### src/rtl/mem_readback_streamer_if.sv
// Bundle of the control, memory-read and output-stream signals of mem_readback_streamer.
//
// Handshake: a word moves on m_* when m_valid and m_ready are both high at a rising clk edge.
// While m_valid is high and m_ready is low, m_data/m_addr/m_last hold their values and m_valid
// stays high; m_valid never depends on m_ready.
interface mem_readback_streamer_if #(
    parameter int WID_MEM = 256,
    parameter int ADDR_W  = 7
);
    logic               start;
    logic               busy;
    logic               done;
    logic [ADDR_W-1:0]  mem_raddr;
    logic [WID_MEM-1:0] mem_rdata;
    logic               m_valid;
    logic               m_ready;
    logic [WID_MEM-1:0] m_data;
    logic [ADDR_W-1:0]  m_addr;
    logic               m_last;
    logic [WID_MEM-1:0] checksum;
    logic [1:0]         dbg_state;

    // Streamer side
    modport master (
        input  start, mem_rdata, m_ready,
        output busy, done, mem_raddr, m_valid, m_data, m_addr, m_last, checksum, dbg_state
    );

    // Controller / memory / downstream side
    modport slave (
        output start, mem_rdata, m_ready,
        input  busy, done, mem_raddr, m_valid, m_data, m_addr, m_last, checksum, dbg_state
    );
endinterface

### src/rtl/mem_readback_streamer.sv
// Sweeps every address of a block-RAM read port after a start pulse and streams the words out
// on a valid/ready interface with address and last tags, keeping a running XOR checksum.
// The memory is expected to present mem_rdata for mem_raddr in the cycle after mem_raddr is
// registered. A 2-entry FIFO absorbs the read latency so back-pressure never drops a word.
module mem_readback_streamer #(
    parameter int WID_MEM   = 256,
    parameter int DEPTH_MEM = 128,
    parameter int ADDR_W    = 7
) (
    input  logic                   clk,
    input  logic                   reset,
    mem_readback_streamer_if.master bus
);

    localparam logic [1:0] ST_IDLE  = 2'd0;
    localparam logic [1:0] ST_SWEEP = 2'd1;
    localparam logic [1:0] ST_DRAIN = 2'd2;

    localparam logic [ADDR_W-1:0] LAST_ADDR = ADDR_W'(DEPTH_MEM - 1);

    logic [1:0]         state_q, state_d;
    logic [ADDR_W-1:0]  cnt_q, cnt_d;
    logic [ADDR_W-1:0]  raddr_q, raddr_d;
    logic               inflight_q, inflight_d;
    logic               busy_q, busy_d;
    logic               done_q, done_d;
    logic [WID_MEM-1:0] csum_q, csum_d;

    logic [WID_MEM-1:0] f_data_q [2];
    logic [ADDR_W-1:0]  f_addr_q [2];
    logic               f_last_q [2];
    logic               wr_ptr_q, wr_ptr_d;
    logic               rd_ptr_q, rd_ptr_d;
    logic [1:0]         count_q, count_d;

    logic               push;
    logic               pop;
    logic               issue;
    logic [1:0]         occ;
    logic [WID_MEM-1:0] head_data;
    logic               head_last;

    assign head_data = f_data_q[rd_ptr_q];
    assign head_last = f_last_q[rd_ptr_q];

    // Issue only when the FIFO will still have room for this read after this cycle's pop,
    // which keeps one word per cycle flowing when m_ready stays high.
    always_comb begin
        push  = inflight_q;
        pop   = (count_q != 2'd0) && bus.m_ready;
        occ   = count_q + {1'b0, inflight_q} - {1'b0, pop};
        issue = (state_q == ST_SWEEP) && (occ < 2'd2);
    end

    // Sweep control: address counter, read issue, checksum and done pulse.
    always_comb begin
        state_d    = state_q;
        cnt_d      = cnt_q;
        raddr_d    = raddr_q;
        inflight_d = 1'b0;
        done_d     = 1'b0;
        csum_d     = csum_q;
        if (pop) begin
            csum_d = csum_q ^ head_data;
        end
        case (state_q)
            ST_IDLE: begin
                if (bus.start) begin
                    state_d = ST_SWEEP;
                    cnt_d   = '0;
                    csum_d  = '0;
                end
            end
            ST_SWEEP: begin
                if (issue) begin
                    raddr_d    = cnt_q;
                    inflight_d = 1'b1;
                    if (cnt_q == LAST_ADDR) begin
                        state_d = ST_DRAIN;
                    end else begin
                        cnt_d = cnt_q + 1'b1;
                    end
                end
            end
            ST_DRAIN: begin
                if (pop && head_last) begin
                    state_d = ST_IDLE;
                    done_d  = 1'b1;
                end
            end
            default: state_d = ST_IDLE;
        endcase
        busy_d = (state_d != ST_IDLE);
    end

    // FIFO pointer and occupancy bookkeeping.
    always_comb begin
        wr_ptr_d = push ? ~wr_ptr_q : wr_ptr_q;
        rd_ptr_d = pop  ? ~rd_ptr_q : rd_ptr_q;
        count_d  = count_q + {1'b0, push} - {1'b0, pop};
    end

    // Control state registers.
    always_ff @(posedge clk or posedge reset) begin
        if (reset) begin
            state_q    <= ST_IDLE;
            cnt_q      <= '0;
            raddr_q    <= '0;
            inflight_q <= 1'b0;
            busy_q     <= 1'b0;
            done_q     <= 1'b0;
            csum_q     <= '0;
        end else begin
            state_q    <= state_d;
            cnt_q      <= cnt_d;
            raddr_q    <= raddr_d;
            inflight_q <= inflight_d;
            busy_q     <= busy_d;
            done_q     <= done_d;
            csum_q     <= csum_d;
        end
    end

    // Output FIFO: captures the word read in the previous cycle, tagged with its address.
    always_ff @(posedge clk or posedge reset) begin
        if (reset) begin
            for (int i = 0; i < 2; i++) begin
                f_data_q[i] <= '0;
                f_addr_q[i] <= '0;
                f_last_q[i] <= 1'b0;
            end
            wr_ptr_q <= 1'b0;
            rd_ptr_q <= 1'b0;
            count_q  <= 2'd0;
        end else begin
            if (push) begin
                f_data_q[wr_ptr_q] <= bus.mem_rdata;
                f_addr_q[wr_ptr_q] <= raddr_q;
                f_last_q[wr_ptr_q] <= (raddr_q == LAST_ADDR);
            end
            wr_ptr_q <= wr_ptr_d;
            rd_ptr_q <= rd_ptr_d;
            count_q  <= count_d;
        end
    end

    assign bus.busy      = busy_q;
    assign bus.done      = done_q;
    assign bus.mem_raddr = raddr_q;
    assign bus.m_valid   = (count_q != 2'd0);
    assign bus.m_data    = head_data;
    assign bus.m_addr    = f_addr_q[rd_ptr_q];
    assign bus.m_last    = head_last;
    assign bus.checksum  = csum_q;
    assign bus.dbg_state = state_q;

endmodule

### src/flat_wrapper.sv
// flat-port wrapper written by rule: the top's interface ports become plain ports
module mem_readback_streamer_flat 
#(
    parameter int WID_MEM   = 256,
    parameter int DEPTH_MEM = 128,
    parameter int ADDR_W    = 7
)
  (clk, reset, bus_start, bus_mem_rdata, bus_m_ready, bus_busy, bus_done, bus_mem_raddr, bus_m_valid, bus_m_data, bus_m_addr, bus_m_last, bus_checksum, bus_dbg_state);
  mem_readback_streamer_if #(.WID_MEM(WID_MEM), .ADDR_W(ADDR_W)) bus_i ();
  input  logic clk;
  input  logic reset;
  input wire logic [$bits(bus_i.start)-1:0] bus_start;
  input wire logic [$bits(bus_i.mem_rdata)-1:0] bus_mem_rdata;
  input wire logic [$bits(bus_i.m_ready)-1:0] bus_m_ready;
  output wire logic [$bits(bus_i.busy)-1:0] bus_busy;
  output wire logic [$bits(bus_i.done)-1:0] bus_done;
  output wire logic [$bits(bus_i.mem_raddr)-1:0] bus_mem_raddr;
  output wire logic [$bits(bus_i.m_valid)-1:0] bus_m_valid;
  output wire logic [$bits(bus_i.m_data)-1:0] bus_m_data;
  output wire logic [$bits(bus_i.m_addr)-1:0] bus_m_addr;
  output wire logic [$bits(bus_i.m_last)-1:0] bus_m_last;
  output wire logic [$bits(bus_i.checksum)-1:0] bus_checksum;
  output wire logic [$bits(bus_i.dbg_state)-1:0] bus_dbg_state;
  assign bus_i.start = bus_start;
  assign bus_i.mem_rdata = bus_mem_rdata;
  assign bus_i.m_ready = bus_m_ready;
  assign bus_busy = bus_i.busy;
  assign bus_done = bus_i.done;
  assign bus_mem_raddr = bus_i.mem_raddr;
  assign bus_m_valid = bus_i.m_valid;
  assign bus_m_data = bus_i.m_data;
  assign bus_m_addr = bus_i.m_addr;
  assign bus_m_last = bus_i.m_last;
  assign bus_checksum = bus_i.checksum;
  assign bus_dbg_state = bus_i.dbg_state;
  mem_readback_streamer #(.WID_MEM(WID_MEM), .DEPTH_MEM(DEPTH_MEM), .ADDR_W(ADDR_W)) u_core (.clk(clk), .reset(reset), .bus(bus_i));
endmodule
### config.mk
export PLATFORM = sky130hd
export DESIGN_NAME = mem_readback_streamer_flat
export DESIGN_NICKNAME = d
export VERILOG_FILES = /design/src/rtl/mem_readback_streamer_if.sv /design/src/rtl/mem_readback_streamer.sv /design/src/flat_wrapper.sv
export SDC_FILE = /design/constraint.sdc
export NUM_CORES = 2
export LEC_CHECK = 0
export CAP_MARGIN = 20
export CELL_PAD_IN_SITES_DETAIL_PLACEMENT = 1
export CELL_PAD_IN_SITES_GLOBAL_PLACEMENT = 1
export CORE_MARGIN = 2
export CORE_UTILIZATION = 30
export CTS_CLUSTER_SIZE = 10
export DETAILED_ROUTE_END_ITERATION = 16
export PLACE_DENSITY = 0.74
export SYNTH_ARGS = -nofsm -noshare
export SYNTH_HDL_FRONTEND = slang
export SYNTH_SLANG_ARGS = --single-unit
### constraint.sdc
create_clock -name clk -period 35.2 [get_ports clk]
set_input_delay 7.04 -clock clk [delete_from_list [all_inputs] [get_ports clk]]
set_output_delay 7.04 -clock clk [all_outputs]
set_load 0.05 [all_outputs]
==> metrics.yaml <==
critPathMaxStageDelay_ns: 0.94
period_share_pct: 32.4
area_growth_pct: 35.2
clk_pin_slew_ns: 0.06
cts_buffers: 95
clockBufferDepth: 3
die_w_microns: 343
period_minus_slack_ns: 11.39
seqCellArea_sq_um: 20200
maxCapViolations: 0
overflow: 0
initial_core_util_pct: 30.2
finalNetCount: 3612
syn_area_per_cell_sq_um: 13.4
ys_async_sr_fraction_pct: 100
cts_setup_buffers: 0
power_density_nw_per_um2: 91.1
dieArea_sq_um: 118000
core_sq_um: 114000
final_cell_mix: "dfrtp_1 (806), mux2_2 (797), clkdlybuf4s50_1 (791), nand2_1 (263), nor2_1 (260)"
place_congestion: 0.968
dp_slack_ns: 24.37
fin_setup_tns_ns: 0
multi_input_area_sq_um: 13500
die_y_microns: 343
dp.cells: 4763
critPathSlowestCell: "dfrtp_4"
whs_ns: 0.474
synth_fa_ha_area_share_pct: 0.109
synth_top_family_by_area: "multiplexers"
holdBufCountCts: 0
status: "completed"
crit_fanout: 57
final_cells: 4922
crit_arrival_ns: 4.35
routedWlPerCell_microns: 22.2
synth-compound-area-share_pct: 0.370
critPathCaptureType: "output port"
synth_cell_types: 31
crit_path_frequent_cell: "buf_4"
layout_commonest_cell: "dfrtp_1"
relSlewSlack_pct: 32.5
post_cts_resized: 0
final_antenna_net_count: 0
syn-num-nets: 2843
hold_violations: 0
cts_tree: "built"
power_switching_w: 0.00191
comb_power_share_pct: 48.7
rsz0062_at_grt: "no"
finClkSkew_ns: 0.0291
synthMuxAreaShare_pct: 26.0
synthesis.area_sq_um: 34500
synth-seq-area-share_pct: 58.5
synth-main-ff-cell: "dfrtp_1"
cts.sinks: 807
synth-xor-area-share_pct: 6.62
critPathRequiredTime_ns: 28.16
leakagePower_nw: 19.5
syn_inst: 2580
ys_seq_elements: 807
dpl.hpwl_microns: 77500
cts-root-buf: "clkbuf_16"
hold_class: "flip-flop to flip-flop"
synth-simple-area-share_pct: 6.06
slew_viol_final: 0
clockPowerShare_pct: 21.2
p_sw_share_pct: 44.9
dr.pass1.iters: 5
crit_chain: "buf_4 -> buf_4 -> mux2_2 -> clkdlybuf4s50_1"
start_kind: "flip-flop"
antenna_found_initial: 31
grt_start_max_net_pins: 155
grt_pass1_vias: 25508
vdd_ir_drop_max_v: 0.0000554
synth_edf_count: 0
pin_count: 792
setup_viol: 0
yosys_warnings: 0
drt_iter0_markers: 798
vias_per_cell: 4.69
io_buffers: 791
ctsHtreeMaxLevel: 3
fmax_mhz: 87.8
fillers: 12021
drive_above_1_share_pct: 28.3
num_vias: 23074
finalWirelength_microns: 109000
clkLatencyLatePin_ns: 0.66
drc: 0
path_class: "flip-flop to output port"
intPower_w: 0.00234
num_rows: 124
finalWorstSetupSlack_ns: 23.81
tightest_slew_ns: 1.01
power_frac_seq_pct: 30.0
grt_pass1_wl_microns: 163000
grt_usage_pct: 18.1
==> cells by family (layout without fill, tap and decap cells) <==
logic type,Yosys count,count (layout)
flip-flops,807,807
AND/OR/NAND/NOR,545,545
adder cells (fa/ha/maj),3,3
other,0,23
multiplexers,797,797
XOR/XNOR,259,259
AO/OA/AOI/OAI,17,17
buffers and inverters,152,959
==> worst paths after layout <==
kind / slack, ns / end / start / depth (start not counted)
worst max-delay path: 23.81 / bus_m_data[124] / u_core.rd_ptr_q / 4
worst min-delay path: 0.47 / u_core.f_last_q[1] / u_core.f_last_q[1] / 2
worst max register to register: 31.58 / u_core.bus.checksum[253] / u_core.rd_ptr_q / 6
worst min register to register: 0.47 / u_core.f_last_q[1] / u_core.f_last_q[1] / 2
max in group asynchronous: 25.62 / u_core.f_data_q[246] / reset / 6
min in group asynchronous: 6.96 / u_core.bus.checksum[86] / reset / 2
==> stage by stage <==
step / power [W] / util, % / area [sq um]
2_1_floorplan: 0.00265 / - / 34500
3_3_place_gp: 0.00333 / 38.4 / 43800
3_5_place_dp: 0.00336 / 38.4 / 43800
4_1_cts: 0.00430 / 40.8 / 46600
5_1_grt: 0.00444 / 40.9 / 46600
6_report: 0.00425 / 40.9 / 46700
==> flip-flops by register name (all words and copies together), names as in the netlist <==
| register | cells |
|---|---|
| u_core.f_addr_q | 14 |
| u_core.bus.dbg_state | 2 |
| u_core.bus.busy | 1 |
| u_core.f_data_q | 512 |
| u_core.f_last_q | 2 |
| u_core.count_q | 2 |
| u_core.inflight_q | 1 |
| u_core.cnt_q | 7 |
| u_core.bus.checksum | 256 |
| u_core.bus.mem_raddr | 7 |
| u_core.bus.done | 1 |
| u_core.rd_ptr_q | 1 |
| u_core.wr_ptr_q | 1 |
==> worst max-delay path: cells and delay by family, from the launching register on <==
kind / cells / cell delay (ns)
buffers and inverters: 3 / 2.15
flip-flops: 1 / 0.94
multiplexers: 1 / 0.43
==> cell usage after synthesis (4+ instances only) <==
cell	instances	area [sq um]
nor2_1	260	976
buf_4	26	195
nand2b_1	4	25.0
mux2_2	797	8970
nand3_1	5	25.0
nand2_1	264	991
o21ai_0	6	30.0
clkbuf_1	13	48.8
dfrtp_1	807	20200
xor2_1	258	2260
buf_2	106	531
inv_1	4	15.0
==> power by group through the flow <==
stage	sequential [W]	clock [W]	combinational, W
final	0.00128	0.000903	0.00207
after global routing	0.00130	0.000968	0.00218
after CTS	0.00128	0.000933	0.00209
after detailed placement	0.00129	0	0.00207
after global placement	0.00128	0	0.00205
after floorplan	0.00178	0	0.000869
==> per-layer routing <==
layer	up-vias	share of wire, %	wire (microns)	global-route usage (%)
met5	-	0.15	162	0
met4	24	3.8	4160	7.64
met3	193	7.8	8460	5.79
met2	758	48	52500	29.9
met1	11935	40	43800	21.8
li1	10164	-	-	-
==> final cells by class <==
class,instances,share of cell area [%]
repair buffers,820,17.5
diodes,23,0.123
multi-input cells,1621,29.0
clock buffers,125,5.64
flip-flops and latches,807,43.3
inverters,4,0.0483
well taps,1512,4.05
clock inverters,10,0.332
(Power assumes the default switching activity.)
==> edit (same settings) <==
`raddr_q` no longer has a reset.
--- a/src/rtl/mem_readback_streamer.sv
+++ b/src/rtl/mem_readback_streamer.sv
@@ -107,3 +107,2 @@
             cnt_q      <= '0;
-            raddr_q    <= '0;
             inflight_q <= 1'b0;
@@ -115,3 +114,2 @@
             cnt_q      <= cnt_d;
-            raddr_q    <= raddr_d;
             inflight_q <= inflight_d;
@@ -121,2 +119,6 @@
         end
+    end
+
+    always_ff @(posedge clk) begin
+        raddr_q <= raddr_d;
     end
Function: differs if reset is asserted again (counterexample within 4 cycles, from zero or initial values and one cycle with reset high); with reset held inactive, the same outputs for 4 cycles.
==> edit against the unedited design <==
  * Setup slack got worse by 0.17 ns
  * Maximum frequency fell by 1.4%
  * Cell area barely moved
  * Area after synthesis fell by 0.48%
  * Critical endpoint is now bus_m_data[212]
  * Sequential share of layout area rose by 0.071 points
  * Wire length fell by 3.0%
  * Count of clock-buffer cells in the layout rose by 9
  * Sequential cell count did not move
  * Via count fell by 2.1%
  * Non-clock buffer count rose by 2
  * First-iteration DRC count rose by 9.5%
Power is left out: the tool's default activity adds up to more than one toggle a clock period on the data nets, which glitch-free logic cannot reach.
==> edit: results (changes against the unedited design) <==
The tightest hold margin is 0.487 ns (+0.0135 ns). The total vias in the final route came out at 22600 (-2.1%). The time the worst path needs with I/O delays and setup came out at 11.55 ns (+0.165 ns).

The number of enable-type register cells in the synthesized netlist came out at 7 (+7). The routed length per placed instance was 21.5 microns (-3.0%). The synthesized-area fraction occupied by ao, oa, aoi and oai cells came out at 0.375% (+0.0054 points). The met1 routed wirelength after detailed routing came out at 41.5 mm (-5.1%). The via count of the first global-routing pass was 25500 (-0.20%). The maximum fanout along the worst path came out at 64 (+12%). The DRC violation total after the first TritonRoute iteration is 874 (+9.5%). Yosys attributes the largest share of cell area to dfrtp_1, mux2_2, xor2_1. The number of fill cells came out at 11900 (-0.63%).

The post-synthesis mux area share is 25.9% (-0.10 points). The run finished with clean final reports. The global-route usage over all layers is 17.7% (-0.37 points).

The critical path's largest stage delay was 0.83 ns (-0.11 ns). The xor/xnor share of the synthesized area is 6.65% (+0.032 points). The synthesized-area fraction occupied by adder cells is 0.109% (+0.00052 points). The transition time at the pin with the least slew margin is 1.03 ns (+0.0159 ns). The detailed-routed wire length on met3 came out at 7.19 mm (-15%). The total nets after synthesis came out at 2837 (-0.21%).

The weighted congestion reported at the end of routability-driven placement came to 0.851 (-12%). The arrival time of data at the critical path endpoint came out at 4.51 ns (+0.16 ns). The number of buffers added by the clock tree synthesis step is 96 (+1.1%). The wire length of the first global-routing pass came out at 161 mm (-1.4%).

The initial antenna violation count is 24 (-23%). The number of different library cells in the post-synthesis netlist came out at 30 (-3.2%). The part of the Yosys area used for sequential elements came out at 58.9% (+0.38 points). The wire length on met2 is 53.9 mm (+2.7%). The final net count came out at 3611 (-0.028%). The worst clock skew came out at 0.0310 ns (+0.00190 ns).

The number of detailed-routing iterations run before antenna repair came out at 4 (-1). The proportion of register bits with asynchronous set or reset after synthesis came out at 99.1% (-0.87 points). The clock transition at the registers of the reported paths is 0.05 ns.
-- edit: changes by cell type in the layout (fill, tap and decap cells not counted), moves of 3 or more --
cell and change:
edfxtp_1 +7, or3_1 +4, o21ai_0 +4, clkbuf_1 +12
mux2_2 -7, bufinv_16 +3, clkbuf_8 -4, dfrtp_1 -7
diode_2 -9, nand2_1 -5
-- edit: final cells by class --
type | count | area share (%)
well taps | 1512 | 4.05
flip-flops and latches | 807 | 43.4
clock buffers | 134 | 5.67
inverters | 5 | 0.0563
clock inverters | 10 | 0.410
diodes | 14 | 0.0751
repair buffers | 822 | 17.5
multi-input cells | 1616 | 28.9
-- edit: final timing paths --
| path | startpoint | endpoint | depth (start not counted) |
|---|---|---|---|
| max | u_core.rd_ptr_q$_DFFE_PP0N_ | bus_m_data[212] | 4 |
| max reg2reg | u_core.count_q[1]$_DFF_PP0_ | u_core.bus.checksum[4]$_DFF_PP0_ | 7 |
| min | u_core.f_last_q[0]$_DFFE_PP0P_ | u_core.f_last_q[0]$_DFFE_PP0P_ | 2 |
| max in group asynchronous | reset | u_core.f_data_q[324]$_DFFE_PP0P_ | 5 |
| min reg2reg | u_core.f_last_q[0]$_DFFE_PP0P_ | u_core.f_last_q[0]$_DFFE_PP0P_ | 2 |
| min in group asynchronous | reset | u_core.bus.checksum[150]$_DFF_PP0_ | 2 |
-- edit: kinds of logic (layout without fill, tap and decap cells) --
family / after synthesis / count (layout)
mux: 790 / 790
buf+inv: 151 / 971
fa+ha+maj: 3 / 3
xor+xnor: 259 / 259
simple gates: 544 / 544
other cells: 0 / 14
compound gates: 20 / 20
flops: 807 / 807
-- edit: per-stage QoR --
step	cells	util (%)	cell area [sq um]	worst slack [ns]
global route	4917	40.9	46700	23.48
finish	4920	40.9	46700	23.65
CTS	4905	40.9	46600	23.57
detailed placement	4761	38.4	43800	24.27
global placement	4761	38.4	43800	24.32
floorplan	2574	-	34400	5.69
-- edit: per-layer routing --
metal,track usage (%),up-vias
met5,0,-
met4,6.09,22
met3,5.38,170
met2,30.9,618
met1,20.6,11600
li1,-,10100
-- edit: tightest hold or removal path, stage by stage (launching register included) --
cell	delay, ns
dfrtp_1	0.34
nand2_1	0.05
o21ai_0	0.06
